### src/rtl/io_button_in.sv
// io_button_in: two-flop synchroniser, per-bit debounce and sticky rising-edge flags for button pads.
// Optional wake request output enabled by defining IO_BUTTON_WAKE_EN; otherwise wake is tied low.
module io_button_in #(
    parameter int WIDTH    = 8,
    parameter int CNT_W    = 13,
    parameter int DB_LIMIT = 6000
) (
    input  logic             clk,
    input  logic             reset,
    input  logic [WIDTH-1:0] btn_pad,
    input  logic             wfi,
    input  logic             rd_clr,
    output logic [WIDTH-1:0] level_out,
    output logic [WIDTH-1:0] event_out,
    output logic             wake
);
    localparam logic [CNT_W-1:0] LIM = CNT_W'(DB_LIMIT - 1);

    logic [WIDTH-1:0] sync1_q, sync2_q, level_q, level_d, event_q, event_d;
    logic [CNT_W-1:0] cnt_q [WIDTH];
    logic [CNT_W-1:0] cnt_d [WIDTH];

    always_comb begin
        level_d = level_q;
        for (int i = 0; i < WIDTH; i++) begin
            cnt_d[i]   = (sync2_q[i] == level_q[i] || cnt_q[i] == LIM) ? '0 : cnt_q[i] + 1'b1;
            level_d[i] = (sync2_q[i] != level_q[i] && cnt_q[i] == LIM) ? sync2_q[i] : level_q[i];
        end
        // a rise on the same cycle as a clear strobe must survive
        event_d = (rd_clr ? '0 : event_q) | (level_d & ~level_q);
    end

    always_ff @(posedge clk or posedge reset) begin
        if (reset) begin
            sync1_q <= '0;
            sync2_q <= '0;
            level_q <= '0;
            event_q <= '0;
            cnt_q   <= '{default: '0};
        end else begin
            sync1_q <= btn_pad;
            sync2_q <= sync1_q;
            level_q <= level_d;
            event_q <= event_d;
            cnt_q   <= cnt_d;
        end
    end

    assign level_out = level_q;
    assign event_out = event_q;

`ifdef IO_BUTTON_WAKE_EN
    logic wake_q, wake_d;

    always_comb wake_d = wfi & |event_d;

    always_ff @(posedge clk or posedge reset) begin
        if (reset) wake_q <= 1'b0;
        else       wake_q <= wake_d;
    end

    assign wake = wake_q;
`else
    logic unused_wfi;
    assign unused_wfi = wfi;
    assign wake = 1'b0;
`endif
endmodule
### config.mk
export PLATFORM = sky130hd
export DESIGN_NAME = io_button_in
export DESIGN_NICKNAME = d
export VERILOG_FILES = /design/src/rtl/io_button_in.sv
export SDC_FILE = /design/constraint.sdc
export NUM_CORES = 1
export LEC_CHECK = 0
export ABC_AREA = 1
export CAP_MARGIN = 20
export CORE_AREA = 10 10 156 158
export DETAILED_ROUTE_END_ITERATION = 10
export DIE_AREA = 0 0 166 168
export GPL_TIMING_DRIVEN = 1
export PLACE_DENSITY = 0.46
export SLEW_MARGIN = 15
export SYNTH_ARGS = -nofsm -noshare
export SYNTH_HDL_FRONTEND = slang
export SYNTH_SLANG_ARGS = --single-unit
### constraint.sdc
create_clock -name clk -period 5.7 [get_ports clk]
set_clock_uncertainty 0.15 [all_clocks]
set_input_delay 1.14 -clock clk [delete_from_list [all_inputs] [get_ports clk]]
set_output_delay 1.14 -clock clk [all_outputs]
set_load 0.05 [all_outputs]
Word-level counts from Yosys, hierarchy flattened
Index checks and enable logic that the tools add are counted.
- output and inout port bits: 17
- input bits: 12
- logic and storage cells: 80
- flip-flop bits (word level): 136
- reductions and logical operators: 16
- eq/ne operators: 24
- add/subtract/negate cells: 8
- mux-type cells: 17
- bitwise gates (word level): 3
- operator list (kind ; count):
    adder 13 x 1 -> 13 bit (second input constant) ; 8
    == test 13 bit (second input constant) ; 8
    2-to-1 mux 13 bit ; 8
    bitwise AND 8 bit ; 1
    == test 1 bit ; 8
    logical AND 1 bit ; 8
    logical OR 1 bit ; 8
    2-to-1 mux 1 bit ; 8
    2-to-1 mux 8 bit ; 1
    != test 1 bit ; 8
    NOT 8 bit ; 1
    OR 8 bit ; 1

Logic depth before layout (Yosys ltp)
- word-level depth: 5
- mapped depth: 8
- gate-level depth less buffers: 7

Worst setup path after synthesis
Ideal clock, no wire load.
- path kind: flip-flop to output port
- start point: register level_q[0] (netlist: level_out[0])
- end point: output port level_out[0]
- required time: 4.410 ns
- arrival: 0.638 ns
- buffers on the path: 0
- cell stages (with the launch flop): 1
- path slack: 3.772 ns
- cell sequence: dfrtp_1
- RTL lines (element ; RTL line ; text):
    start: declaration ; 19 ; logic [WIDTH-1:0] sync1_q, sync2_q, level_q, level_d, event_q, event_d;
    start signal: assignment ; 43 ; level_q <= level_d;
    end: declaration ; 13 ; output logic [WIDTH-1:0] level_out,
No word-level cell between the ends.

Worst setup path in the final report
- start point: register level_q[0] (netlist: level_out[0])
- end point: output port level_out[0]
No word-level cell between the ends.

==> tab_implementation.tex <==
\begin{tabular}{lr}
\hline
Metric & Value \\
\hline
\multicolumn{2}{l}{\textbf{Layout}} \\
\quad Share of cells above drive strength 1 & 0.07459 \\
\quad Cell area after layout & approximately 0.0078 mm² \\
\quad Net count of the finished layout & 865 \\
\quad Sequential Area & 0.003403 mm² \\
\quad Area of the multi-input gates & 0.002819 mm² \\
\quad Layout overhead on the synthesized area & 16.91\% \\
\quad Number of antenna repair diodes & 0 \\
\quad Layout fillers & 2198 \\
\quad Final standard cell utilization of the core & 0.3630 \\
\multicolumn{2}{l}{\textbf{Timing}} \\
\quad Setup-violating endpoint count in the final report & 0 \\
\quad Share of the clock period used by the worst path & 0.5172 \\
\quad Accumulated negative setup slack & 0 ns \\
\quad RSZ-0062 raised after global routing & false \\
\quad Worst slew margin & 0.5935 \\
\quad Final hold viol count & 0 \\
\quad Actual transition at the worst max-transition pin & 0.6091 ns \\
\quad Time the worst path needs with I/O delays and setup & 2.948 ns \\
\quad Worst hold margin & roughly 0.20 ns \\
\quad Top achievable clock speed & 0.3392 GHz \\
\quad Final slew viol count & 0 \\
\multicolumn{2}{l}{\textbf{Clock network}} \\
\quad Post\_cts resized & 0 \\
\quad CTS tree & yes \\
\quad Total clock sinks & between 100 and 150 \\
\quad Clock Latency Late Sink & 0.42 ns \\
\quad Total of hold buffers inserted after clock tree synthesis & 0 \\
\quad Buffers from clock root to sink, at most & 2 \\
\quad H-Tree Level Count & 4 \\
\quad Total CTS buffers & 17 \\
\quad Cell chosen for the clock root & sky130\_fd\_sc\_hd\_\_clkbuf\_16 \\
\quad Number of buffers inserted to repair setup after CTS & 0 \\
\quad Reg clk slew, reported paths & 0.06 ns \\
\multicolumn{2}{l}{\textbf{Critical path}} \\
\quad Critical path startpoint category & register \\
\quad Critical Path Slowest Stage Cell & sky130\_fd\_sc\_hd\_\_clkdlybuf4s50\_1 \\
\quad CP max stage delay & approximately 0.83 ns \\
\quad Top delay family on crit path & buffers and inverters \\
\quad Worst EP required & 4.41 ns \\
\quad CP Cell Sequence & clkdlybuf4s50\_1 \\
\quad Data arrival time of the critical path & 1.66 ns \\
\quad Critical path endpoint category & primary output \\
\quad Worst path bufs/invs & 1 \\
\quad Maximum net fanout on the critical path & 4 \\
\quad Path type of the worst setup path & reg -> out \\
\multicolumn{2}{l}{\textbf{Detailed routing}} \\
\quad 1st-iter DRT viols & roughly 230 \\
\quad Total Routed Length & 12.55 mm \\
\quad Detailed-routed wire length on met3 & 386 µm \\
\quad First drt pass iteration count & 4 \\
\quad Wire length on met2 & roughly 5.6 mm \\
\quad Routed length on met1 & between 6 and 7 mm \\
\quad DR vias & 4861 \\
\quad Post-route DRC violation count & 0 \\
\quad Top Metal Used & met4 \\
\quad Number of nets with antenna violations after routing & 0 \\
\quad Drt via density & 4.272 \\
\quad Detailed-route wire length per cell & 11.03 µm \\
\multicolumn{2}{l}{\textbf{Yosys}} \\
\quad Area of the mapped netlist & roughly 0.0067 mm² \\
\quad Cell count after synthesis & 807 \\
\quad Post-synthesis average cell area & 8.241 µm² \\
\quad Sequential element share of the synthesized area & 0.5118 \\
\quad Net count after synthesis & 827 \\
\quad Number of storage elements in the synthesis netlist & about 140 \\
\quad Number of warnings issued by yosys & 0 \\
\quad Unique cell type count in the Yosys netlist & 18 \\
\multicolumn{2}{l}{\textbf{Global routing}} \\
\quad Global-route wire length before repair & 22.67 mm \\
\quad Maximum number of pins on one net before global-route repair & 62 \\
\quad All-layer global routing usage & 0.09584 \\
\quad Antenna violations before repair & 0 \\
\quad Overflow left after global routing & 0 \\
\quad Number of global-route vias before repair & 4871 \\
\multicolumn{2}{l}{\textbf{Placed design}} \\
\quad Post-Place Cell Area & 0.007183 mm² \\
\quad Number of port buffers & 26 \\
\quad Post-detail-place hpwl & approximately 8.7 mm \\
\quad Gpl congestion & $\sim$0.8 \\
\multicolumn{2}{l}{\textbf{Die}} \\
\quad Number of placed I/O pins & 29 \\
\quad Area of the core region & 0.02142 mm² \\
\quad Die Area & 0.02789 mm² \\
\quad Effective utilization at floorplan & 0.3105 \\
\quad Overall die height & approximately 170 µm \\
\quad Number of standard-cell rows in the floorplan & 54 \\
\quad Chip Width & 166 µm \\
\multicolumn{2}{l}{\textbf{Status}} \\
\quad Outcome & finished, final reports clean \\
\multicolumn{2}{l}{\textbf{Power and ir drop}} \\
\quad Power density over the cells & roughly 280 mW/mm² \\
\quad IR drop worst, VDD & 0.0001643 V \\
\quad Static leakage & roughly 3.5 nW \\
\multicolumn{2}{l}{\textbf{Job}} \\
\quad Max\_cap viols & 0 \\
\multicolumn{2}{l}{\textbf{Worst hold path}} \\
\quad Hold WC Path Type & reg -> reg \\
\hline
\end{tabular}
-- metal layers --
metal  vias to the layer above  track usage
met5                         -            0
met4                         0      0.03659
met3                        11      0.02934
met2                        40       0.1492
met1                      2225       0.1223
li1                       2585            -
-- power breakdown --
part,internal (mW),switching (mW),leakage (nW)
clock network,0.659,0.417,0.280
registers,0.985,0.0152,1.84
logic,0.0245,0.0496,1.33
total,1.67,0.482,3.46
-- through the flow --
step                      std cells  setup slack (ns)  power [mW]
after floorplan                 807            0.7705       1.074
after global placement         1106             2.794       1.096
after detailed placement       1106             2.809       1.096
after CTS                      1138             2.698       2.203
after global routing           1138             2.662       2.259
final                          1138             2.752       2.150
-- synthesized netlist by cell type, drive strengths merged --
library cell	n	share of area
nor2	193	0.11
nand2	187	0.11
dfrtp	136	0.51
inv	88	0.050
nand3	80	0.062
xor2	48	0.063
nand4	22	0.021
xnor2	16	0.021
o21ai	13	0.0098
buf	9	0.015
ha	8	0.015
nand3b	5	0.0056
conb	1	0.00056
nor3	1	0.00075
-- flip-flops by register name, indices dropped and copies added, names as in the netlist --
name       flops
event_out      8
sync2_q        8
sync1_q        8
level_out      8
cnt_q        104
-- logic make-up after synthesis --
logic type               Yosys count  share of synthesized area
AND/OR/NAND/NOR                  488                     0.3142
buffers and inverters             97                    0.06435
other                              1                  0.0005639
XOR/XNOR                          64                    0.08429
AO/OA/AOI/OAI                     13                   0.009783
adder cells (fa/ha/maj)            8                    0.01505
flip-flops                       136                     0.5118
-- cell type report --
cell class / instances / share of cell area
inverters: 88 / 0.04313
clock inverters: 13 / 0.01915
multi-input cells: 574 / 0.3626
repair buffers: 28 / 0.03540
flip-flops and latches: 136 / 0.4377
clock buffers: 19 / 0.05697
well taps: 280 / 0.04506
-- path summary, 6_finish.rpt --
check	slack, ns	end	cells past startpoint	from
setup / recovery	2.75	level_out[0]	1	level_out[0]
max in group asynchronous	3.37	cnt_q[19]	3	reset
hold reg to reg	0.20	sync2_q[6]	0	sync1_q[6]
min in group asynchronous	1.03	cnt_q[63]	2	reset
hold / removal	0.20	sync2_q[6]	0	sync1_q[6]
setup reg to reg	4.00	cnt_q[25]	6	cnt_q[13]
-- cell usage in the layout (no fill, tap or decap), types with 14 or more instances in the layout --
cell type / Yosys / final
sky130_fd_sc_hd__clkbuf_16: 0 / 17
sky130_fd_sc_hd__clkdlybuf4s50_1: 0 / 26
sky130_fd_sc_hd__dfrtp_1: 136 / 136
sky130_fd_sc_hd__inv_1: 88 / 87
sky130_fd_sc_hd__nand2_1: 173 / 173
sky130_fd_sc_hd__nand2_2: 14 / 14
sky130_fd_sc_hd__nand3_1: 77 / 77
sky130_fd_sc_hd__nand4_1: 22 / 22
sky130_fd_sc_hd__nor2_1: 180 / 180
sky130_fd_sc_hd__xnor2_1: 16 / 16
sky130_fd_sc_hd__xor2_1: 48 / 48
Note: power is estimated with default switching activity, not from simulation.
